**src/rtl/addr8u_sched_pkg.sv**
```systemverilog
// Shared types and widths for the two-requester TMR adder scheduler.
package addr8u_sched_pkg;

    localparam int OPW  = 8;   // operand width
    localparam int SUMW = 9;   // sum width including carry

    // Scheduler states: three adder passes, a vote, then the held response.
    typedef enum logic [2:0] {
        IDLE  = 3'd0,
        EVAL0 = 3'd1,
        EVAL1 = 3'd2,
        EVAL2 = 3'd3,
        VOTE  = 3'd4,
        RESP  = 3'd5
    } state_t;

    // Which of the three pass registers an evaluation cycle fills.
    typedef logic [1:0] pass_idx_t;

    function automatic logic is_eval(input state_t s);
        return (s == EVAL0) || (s == EVAL1) || (s == EVAL2);
    endfunction

    function automatic pass_idx_t pass_of(input state_t s);
        case (s)
            EVAL1:   return 2'd1;
            EVAL2:   return 2'd2;
            default: return 2'd0;
        endcase
    endfunction

endpackage

```
**src/rtl/tmr_vote9.sv**
```systemverilog
// 9-bit bitwise 2-of-3 majority with pairwise full-equality flags.
module tmr_vote9
    import addr8u_sched_pkg::*;
(
    input  logic [SUMW-1:0] p0_i,
    input  logic [SUMW-1:0] p1_i,
    input  logic [SUMW-1:0] p2_i,
    output logic [SUMW-1:0] maj_o,
    output logic            eq01_o,
    output logic            eq02_o,
    output logic            eq12_o
);

    // Each bit takes the value held by at least two of the three passes.
    always_comb begin
        maj_o  = (p0_i & p1_i) | (p0_i & p2_i) | (p1_i & p2_i);
        eq01_o = (p0_i == p1_i);
        eq02_o = (p0_i == p2_i);
        eq12_o = (p1_i == p2_i);
    end

endmodule

```
**src/rtl/addr8u_tr_sched.sv**
```systemverilog
// Round-robin scheduler for two requesters sharing one external 8-bit adder.
// Each sum is computed three times (the middle pass with swapped operands),
// majority-voted, and optionally re-evaluated when no two passes agree.
module addr8u_tr_sched
    import addr8u_sched_pkg::*;
#(
    parameter int RETRY_MAX = 1
) (
    input  logic            clk,
    input  logic            rst,
    input  logic [1:0]      req_valid,
    output logic [1:0]      req_ready,
    input  logic [OPW-1:0]  req_a0,
    input  logic [OPW-1:0]  req_b0,
    input  logic [OPW-1:0]  req_a1,
    input  logic [OPW-1:0]  req_b1,
    output logic [OPW-1:0]  add_a,
    output logic [OPW-1:0]  add_b,
    input  logic [SUMW-1:0] add_o,
    output logic            resp_valid,
    input  logic            resp_ready,
    output logic [SUMW-1:0] resp_sum,
    output logic            resp_id,
    output logic            resp_err,
    output logic            resp_fail
);

    localparam logic [1:0] RMAX = 2'(RETRY_MAX);

    state_t          state_q;
    logic            last_q;       // requester granted most recently
    logic            id_q;
    logic [OPW-1:0]  a_q, b_q;
    logic [1:0]      retry_q;
    logic [1:0]      retry_d;
    logic [SUMW-1:0] pass0_q, pass1_q, pass2_q;
    logic [OPW-1:0]  add_a_q, add_b_q;
    logic            resp_valid_q, resp_id_q, resp_err_q, resp_fail_q;
    logic [SUMW-1:0] resp_sum_q;

    logic            grant_id;
    logic            accept;
    logic [OPW-1:0]  sel_a, sel_b;
    logic [SUMW-1:0] maj;
    logic            eq01, eq02, eq12;
    logic            any_pair;
    logic            any_diff;

    tmr_vote9 u_vote (
        .p0_i   (pass0_q),
        .p1_i   (pass1_q),
        .p2_i   (pass2_q),
        .maj_o  (maj),
        .eq01_o (eq01),
        .eq02_o (eq02),
        .eq12_o (eq12)
    );

    // Grant selection: a lone requester wins; on a tie the one not served last wins.
    always_comb begin
        grant_id = ~last_q;
        case (req_valid)
            2'b01:   grant_id = 1'b0;
            2'b10:   grant_id = 1'b1;
            default: grant_id = ~last_q;
        endcase
        req_ready = 2'b00;
        if (!rst && state_q == IDLE && req_valid[grant_id])
            req_ready[grant_id] = 1'b1;
    end

    // Operand mux, vote summary and retry increment.
    always_comb begin
        accept   = |(req_valid & req_ready);
        sel_a    = grant_id ? req_a1 : req_a0;
        sel_b    = grant_id ? req_b1 : req_b0;
        any_pair = eq01 | eq02 | eq12;
        any_diff = (pass0_q != maj) | (pass1_q != maj) | (pass2_q != maj);
        retry_d  = retry_q + 2'd1;
    end

    // Transaction FSM with registered adder operands and response fields.
    always_ff @(posedge clk or posedge rst) begin
        if (rst) begin
            state_q      <= IDLE;
            last_q       <= 1'b1;
            id_q         <= 1'b0;
            a_q          <= '0;
            b_q          <= '0;
            retry_q      <= '0;
            pass0_q      <= '0;
            pass1_q      <= '0;
            pass2_q      <= '0;
            add_a_q      <= '0;
            add_b_q      <= '0;
            resp_valid_q <= 1'b0;
            resp_sum_q   <= '0;
            resp_id_q    <= 1'b0;
            resp_err_q   <= 1'b0;
            resp_fail_q  <= 1'b0;
        end else begin
            if (is_eval(state_q)) begin
                case (pass_of(state_q))
                    2'd1:    pass1_q <= add_o;
                    2'd2:    pass2_q <= add_o;
                    default: pass0_q <= add_o;
                endcase
            end
            case (state_q)
                IDLE: begin
                    if (accept) begin
                        a_q     <= sel_a;
                        b_q     <= sel_b;
                        id_q    <= grant_id;
                        last_q  <= grant_id;
                        retry_q <= '0;
                        add_a_q <= sel_a;
                        add_b_q <= sel_b;
                        state_q <= EVAL0;
                    end
                end
                EVAL0: begin
                    add_a_q <= b_q;
                    add_b_q <= a_q;
                    state_q <= EVAL1;
                end
                EVAL1: begin
                    add_a_q <= a_q;
                    add_b_q <= b_q;
                    state_q <= EVAL2;
                end
                EVAL2: begin
                    add_a_q <= '0;
                    add_b_q <= '0;
                    state_q <= VOTE;
                end
                VOTE: begin
                    if (any_pair) begin
                        resp_sum_q   <= maj;
                        resp_err_q   <= any_diff;
                        resp_fail_q  <= 1'b0;
                        resp_id_q    <= id_q;
                        resp_valid_q <= 1'b1;
                        state_q      <= RESP;
                    end else if (retry_q < RMAX) begin
                        retry_q <= retry_d;
                        add_a_q <= a_q;
                        add_b_q <= b_q;
                        state_q <= EVAL0;
                    end else begin
                        resp_sum_q   <= maj;
                        resp_err_q   <= 1'b1;
                        resp_fail_q  <= 1'b1;
                        resp_id_q    <= id_q;
                        resp_valid_q <= 1'b1;
                        state_q      <= RESP;
                    end
                end
                RESP: begin
                    if (resp_ready) begin
                        resp_valid_q <= 1'b0;
                        resp_sum_q   <= '0;
                        resp_id_q    <= 1'b0;
                        resp_err_q   <= 1'b0;
                        resp_fail_q  <= 1'b0;
                        state_q      <= IDLE;
                    end
                end
                default: state_q <= IDLE;
            endcase
        end
    end

    assign add_a      = add_a_q;
    assign add_b      = add_b_q;
    assign resp_valid = resp_valid_q;
    assign resp_sum   = resp_sum_q;
    assign resp_id    = resp_id_q;
    assign resp_err   = resp_err_q;
    assign resp_fail  = resp_fail_q;

endmodule

```
**config.mk**
```make
export PLATFORM = sky130hd
export DESIGN_NAME = addr8u_tr_sched
export DESIGN_NICKNAME = d
export VERILOG_FILES = /design/src/rtl/addr8u_sched_pkg.sv /design/src/rtl/tmr_vote9.sv /design/src/rtl/addr8u_tr_sched.sv
export SDC_FILE = /design/constraint.sdc
export NUM_CORES = 1
export LEC_CHECK = 0
export CAP_MARGIN = 20
export CORE_MARGIN = 2
export CORE_UTILIZATION = 50
export CTS_BUF_LIST = sky130_fd_sc_hd__clkbuf_2
export DETAILED_ROUTE_END_ITERATION = 8
export GPL_TIMING_DRIVEN = 1
export PLACE_DENSITY_LB_ADDON = 0.25
export SYNTH_ARGS = -nofsm -noshare
export SYNTH_HDL_FRONTEND = slang
export SYNTH_SLANG_ARGS = --single-unit
```
**constraint.sdc**
```tcl
create_clock -name clk -period 3.8 [get_ports clk]
set_clock_uncertainty 0.2 [all_clocks]
set_input_delay 0.38 -clock clk [delete_from_list [all_inputs] [get_ports clk]]
set_output_delay 0.38 -clock clk [all_outputs]
set_load 0.005 [all_outputs]
```
==> run_results.csv, run 1 <==
group,metric,value,unit
synthesis,ys_seq_area_share,44.6,%
routing,wl,10.3,mm
critical_path,path_delay_family,"simple AND/OR/NAND/NOR gates",
timing,setup-violations-final,0,
placement,hpwl,7.34,mm
timing,worstMarginPinSlew,0.687,ns
critical_path,crit_type,"flop to output port",
synthesis,synth.avg_cell_area,10.3,um2
power_and_ir_drop,powerDensity,880,nW/um2
synthesis,synth-async-reset-ratio,100,%
clocking,clk_latency,0.52,ns
die,coreArea,8680,um2
die,start_util,51.1,%
critical_path,path_max_fanout,10,
critical_path,crit_buf_inv,1,
die,die_width,98.2,um
clocking,post_cts_buffers,0,
die,die-area,9640,um2
placement,io_buffers,76,
status,outcome,"finished clean",
placement,post-place-ws,0.638,ns
power_and_ir_drop,leakage,0.00244,uW
routing,antenna_left,0,
power_and_ir_drop,p_total,4810,uW
timing,rsz0062_at_grt,"false",
placement,dpl_cell_area,5340,um2
critical_path,startpoint,"state_q[0]$_DFFE_PP0P_",
clocking,cts_sinks,79,
critical_path,start_kind,"flop",
timing,finalCriticalPeriod,3.20,ns
critical_path,endpoint,"req_ready[0]",
clocking,h-tree-depth,3,
routing,drtPass1Iterations,4,
grt,grt_pass1_vias,3543,
clocking,cts_tree,"built",
timing,finalHoldViolations,0,
critical_path,slowest_delay,0.53,ns
run,cap_violations,0,
clocking,post_cts_resize_count,0,
cells_and_area,synthToLayoutAreaGrowth,23.3,%
power_and_ir_drop,irDropWorstVdd,0.350,mV
grt,overflow,0,
clocking,cts_made_buffers,9,
critical_path,worst_ep_required_time,3.22,ns
grt,grt_first_pass_wirelength,17.3,mm
clocking,cts_hold_buf,0,
grt,antenna_found_initial,0,
timing,tns,0,ns
min_path,holdCritPathClass,"input pin to async pin",
critical_path,reg2regPathDepth,8,
timing,fin_ws,0.603,ns
timing,timing.fmax,313,MHz
cells_and_area,drive_gt1_share,17.0,%
timing,slew_viol_final,0,
clocking,cts_buffer_depth,2,
cells_and_area,fin_nets,591,
grt,grt_max_degree,50,
synthesis,synth.distinct_cells,32,
die,rows,34,
cells_and_area,antennaDiodeCount,0,
synthesis,synth_nets,510,
timing,max_slew_margin,54.1,%
synthesis,synth_edf_count,0,
routing,num_vias,3546,
critical_path,r2r-start,"pass1_q[2]$_DFFE_PP0P_",
clocking,root_buffer,"clkbuf_2",
placement,place_congestion,0.762,
synthesis,ys.flop_type,"dfrtp_1",
grt,grt_usage,22.7,%
die,die_h,98.2,um
critical_path,path_depth,4,
routing,drt_iter0_drc,243,
critical_path,cpMaxStageDelayCell,"dfrtp_1",
routing,drcViolationCount,0,
synthesis,ys_warn_count,0,
die,ios,77,
cells_and_area,design_area,5470,um2
synthesis,ys_ff_latch,79,
routing,post_drt_wl_per_cell,16.5,um
synthesis,synth_area,4430,um2
timing,min_period_over_period,84.1,%
critical_path,path_cells,"or3_1 > or3_4 > nor3_1 > clkdlybuf4s50_1",
critical_path,r2r_end,"add_b[7]$_DFFE_PP0P_",
clocking,clk_pin_slew,0.21,ns
critical_path,cp_data_arrival_time,2.62,ns
critical_path,endpoint_kind,"output port",
critical_path,r2r_slack,0.91,ns
timing,fin_hold_ws,0.0934,ns
synthesis,syn_inst,431,
routing,via_per_inst,5.67,
-- cell families (layout without fill, tap and decap cells) --
| logic type | Yosys count | in the layout | synth area share (%) |
|---|---|---|---|
| adders and majority gates | 33 | 33 | 9.31 |
| xor gates and xnor gates | 2 | 2 | 0.395 |
| muxes | 59 | 59 | 15.8 |
| AOI/OAI and AO/OA | 89 | 89 | 13.0 |
| and+or+nand+nor | 143 | 143 | 14.3 |
| DFF | 79 | 79 | 44.6 |
| buffers and inverters | 26 | 112 | 2.57 |
-- metrics by stage --
step,util [%],cells
2_1_floorplan,-,431
3_3_place_gp,61.5,609
3_5_place_dp,61.5,609
4_1_cts,63.0,625
5_1_grt,63.0,625
6_report,63.0,625
-- layout by cell type (no fill, tap or decap), types with 2 or more instances in the layout --
cell type        instances
nand3_1                 12
nor3_1                  20
or3_1                    3
clkbuf_2                10
a22oi_1                 32
nor4_1                   5
ha_1                    33
bufinv_16                2
and2_1                   2
nor2_1                  21
buf_4                    9
a21oi_1                 14
inv_1                    9
clkinv_1                 3
a21o_1                   3
xnor2_1                  2
mux2_2                  49
o21ai_0                 30
nand4_1                  3
dfrtp_1                 78
clkdlybuf4s50_1         76
mux2_4                  10
nand2_1                 70
nand2b_1                 3
a22o_1                   6
-- final cells by class --
type / count / area, um2
Clock inverter: 6 / 76.3
Inverter: 10 / 37.5
Tap cell: 108 / 135
Clock buffer: 10 / 50.0
Multi-Input combinational cell: 326 / 2340
Sequential cell: 79 / 1980
Fill cell: 714 / 3210
Timing Repair Buffer: 86 / 848
-- state kept, by name, indices dropped and copies added, names as in the netlist, 2 cells and up --
name      count
a_q           8
resp_sum      9
state_q       3
b_q           8
add_b         8
retry_q       2
pass2_q       9
pass1_q       9
add_a         8
pass0_q       9
-- worst min-delay path by stage --
| stage | startpoint | to | cells after the start |
|---|---|---|---|
| after floorplan | a_q[7]$_DFFE_PP0P_ | a_q[7]$_DFFE_PP0P_ | 2 |
| final | rst | id_q$_DFFE_PP0P_ | 2 |
| after global placement | resp_valid$_DFFE_PP0P_ | resp_valid$_DFFE_PP0P_ | 2 |
| after global routing | rst | id_q$_DFFE_PP0P_ | 2 |
| after CTS | rst | id_q$_DFFE_PP0P_ | 2 |
| after detailed placement | resp_valid$_DFFE_PP0P_ | resp_valid$_DFFE_PP0P_ | 2 |
-- layer usage --
| layer | global-route usage, % | part of all wire, % | up-vias |
|---|---|---|---|
| met2 | 35.6 | 46 | 92 |
| met3 | 4.08 | 5.4 | 15 |
| met5 | 0 | 0 | - |
| met4 | 8.22 | 1.5 | 0 |
| met1 | 31.8 | 47 | 1709 |
| li1 | - | - | 1730 |
-- worst register-to-register path: stages, from the launching register on --
cell	delay (ns)
dfrtp_1	0.47
ha_1	0.33
nor4_1	0.39
nand3_1	0.16
nand3_1	0.25
nor2_1	0.12
a31oi_2	0.18
buf_4	0.31
mux2_2	0.38
-- cell usage after synthesis (2+ instances only) --
cell      count  area [um2]
nor2_1       21        78.8
nor4_1        5        31.3
a22o_1        6        52.6
a21oi_1      14        70.1
clkbuf_1     13        48.8
mux2_2       49         552
nand4_1       3        18.8
dfrtp_1      78        1950
nand2_1      70         263
a21o_1        3        22.5
xnor2_1       2        17.5
or3_1         3        18.8
nand3_1      12        60.1
and2_1        2        12.5
o21ai_0      30         150
inv_1        10        37.5
ha_1         33         413
nor3_1       20         100
buf_6         2        22.5
a22oi_1      32         240
nand2b_1      3        18.8
mux2_4       10         150
-- where the power goes --
group	switching, uW	internal, uW	leakage [uW]	total, uW
Clock	281	213	0.0000784	494
Sequential	404	1260	0.000975	1670
Combinational	1240	1410	0.00138	2650
Total	1920	2890	0.00244	4810
No activity file was read; power rests on OpenSTA's default activity.
==> run 2: changes to the inputs <==
- clock period: 3.8 -> 3.1 ns (I/O delays scaled with it)
==> run_results.csv, run 2 (same netlist as run 1, synthesis figures left out) <==
group,metric,value,unit
status,outcome,"finished clean",
clocking,clk_pin_slew,0.21,ns
grt,grt_pass1_vias,3695,
grt,grt_max_degree,33,
timing,worstMarginPinSlew,0.631,ns
timing,finalCriticalPeriod,2.98,ns
critical_path,startpoint,"state_q[2]$_DFFE_PP0P_",
clocking,cts_tree,"built",
placement,place_congestion,0.816,
critical_path,r2r-start,"pass0_q[2]$_DFFE_PP0P_",
timing,finalHoldViolations,0,
critical_path,path_max_fanout,9,
timing,slew_viol_final,0,
placement,hpwl,7.64,mm
die,rows,34,
run,cap_violations,0,
grt,antenna_found_initial,0,
timing,tns,0,ns
routing,wl,10.7,mm
routing,drt_iter0_drc,152,
clocking,cts_sinks,79,
die,start_util,51.1,%
power_and_ir_drop,irDropWorstVdd,0.493,mV
critical_path,slowest_delay,0.53,ns
critical_path,crit_type,"flop to output port",
timing,setup-violations-final,0,
power_and_ir_drop,powerDensity,1100,nW/um2
cells_and_area,antennaDiodeCount,0,
clocking,h-tree-depth,3,
critical_path,path_cells,"or3_1 > or3_4 > nor3_1 > clkdlybuf4s50_1",
critical_path,worst_ep_required_time,2.59,ns
cells_and_area,num-fill-cells,714,
die,ios,77,
die,die_h,98.2,um
clocking,clk_latency,0.51,ns
cells_and_area,fin_nets,599,
routing,via_per_inst,5.75,
grt,grt_first_pass_wirelength,17.8,mm
die,die-area,9640,um2
die,die_width,98.2,um
grt,grt_usage,22.9,%
critical_path,cpMaxStageDelayCell,"clkdlybuf4s50_1",
routing,drcViolationCount,0,
grt,overflow,0,
cells_and_area,synthToLayoutAreaGrowth,25.6,%
clocking,root_buffer,"clkbuf_2",
power_and_ir_drop,p_total,6100,uW
routing,post_drt_wl_per_cell,16.9,um
critical_path,reg2regPathDepth,8,
power_and_ir_drop,leakage,0.00250,uW
routing,drtPass1Iterations,5,
cells_and_area,drive_gt1_share,19.0,%
clocking,cts_hold_buf,0,
min_path,holdCritPathClass,"input pin to async pin",
critical_path,cp_data_arrival_time,2.47,ns
timing,min_period_over_period,96.2,%
cells_and_area,final_cell_mix,"dfrtp_1 (76), clkdlybuf4s50_1 (76), nand2_1 (70)",
timing,max_slew_margin,57.9,%
die,coreArea,8680,um2
routing,antenna_left,0,
critical_path,endpoint_kind,"output port",
clocking,cts_buffer_depth,2,
placement,io_buffers,76,
critical_path,start_kind,"flop",
routing,num_vias,3637,
clocking,cts_made_buffers,9,
timing,timing.fmax,335,MHz
==> run 2: metrics by stage <==
stage / util [%] / std cells / worst slack [ns] / hold slack [ns] / cell area [um2]
finish: 64.2 / 633 / 0.116 / 0.0265 / 5570
global route: 64.2 / 633 / -0.00102 / 0.0656 / 5570
CTS: 63.8 / 629 / 0.00568 / 0.0194 / 5540
detailed placement: 62.0 / 613 / 0.107 / 0.271 / 5380
global placement: 62.0 / 613 / 0.196 / 0.258 / 5380
floorplan: - / 431 / 0.341 / 0.243 / 4430
==> run 2: critical path: cells and delay by family (launching register included) <==
kind	cells	cell delay, ns
flip-flops	1	0.52
buffers and inverters	1	0.53
AND/OR/NAND/NOR	3	0.95
==> run 2: worst paths after layout <==
kind,endpoint,slack [ns]
setup reg to reg,add_a[5]$_DFFE_PP0P_,0.45
min in group clk,pass0_q[5]$_DFFE_PP0P_,0.25
setup / recovery,req_ready[0],0.12
max in group asynchronous,retry_q[1]$_DFFE_PP0P_,1.82
hold / removal,add_a[0]$_DFFE_PP0P_,0.03
hold reg to reg,resp_sum[6]$_DFFE_PP0P_,0.31
==> run 2: routing by layer <==
layer,part of all wire [%],global-route usage [%],up-vias
met5,0,0,-
li1,-,-,1745
met1,46,31.4,1758
met2,47,36.4,121
met3,5.6,3.87,13
met4,1.4,9.06,0
==> run 2: area by class of cell <==
| class | instances | area (um2) | share of cell area [%] |
|---|---|---|---|
| multi-input combinational | 326 | 2340 | 42.0 |
| sequential | 79 | 1980 | 35.6 |
| timing repair buffer | 94 | 921 | 16.5 |
| clock buffer | 12 | 60.1 | 1.08 |
| inverter | 10 | 37.5 | 0.674 |
| tap | 108 | 135 | 2.43 |
| clock inverter | 4 | 93.8 | 1.69 |
==> run 2: power breakdown <==
group / internal (uW) / switching [uW] / leakage (uW)
Clock: 356 / 348 / 0.0000938
Combinational: 1810 / 1550 / 0.00143
Sequential: 1550 / 489 / 0.000973
==> run 2: timing repair <==
action	CTS	global route
buffers inserted	0	4
resized for setup	0	2
endpoints found under the setup margin	0	2
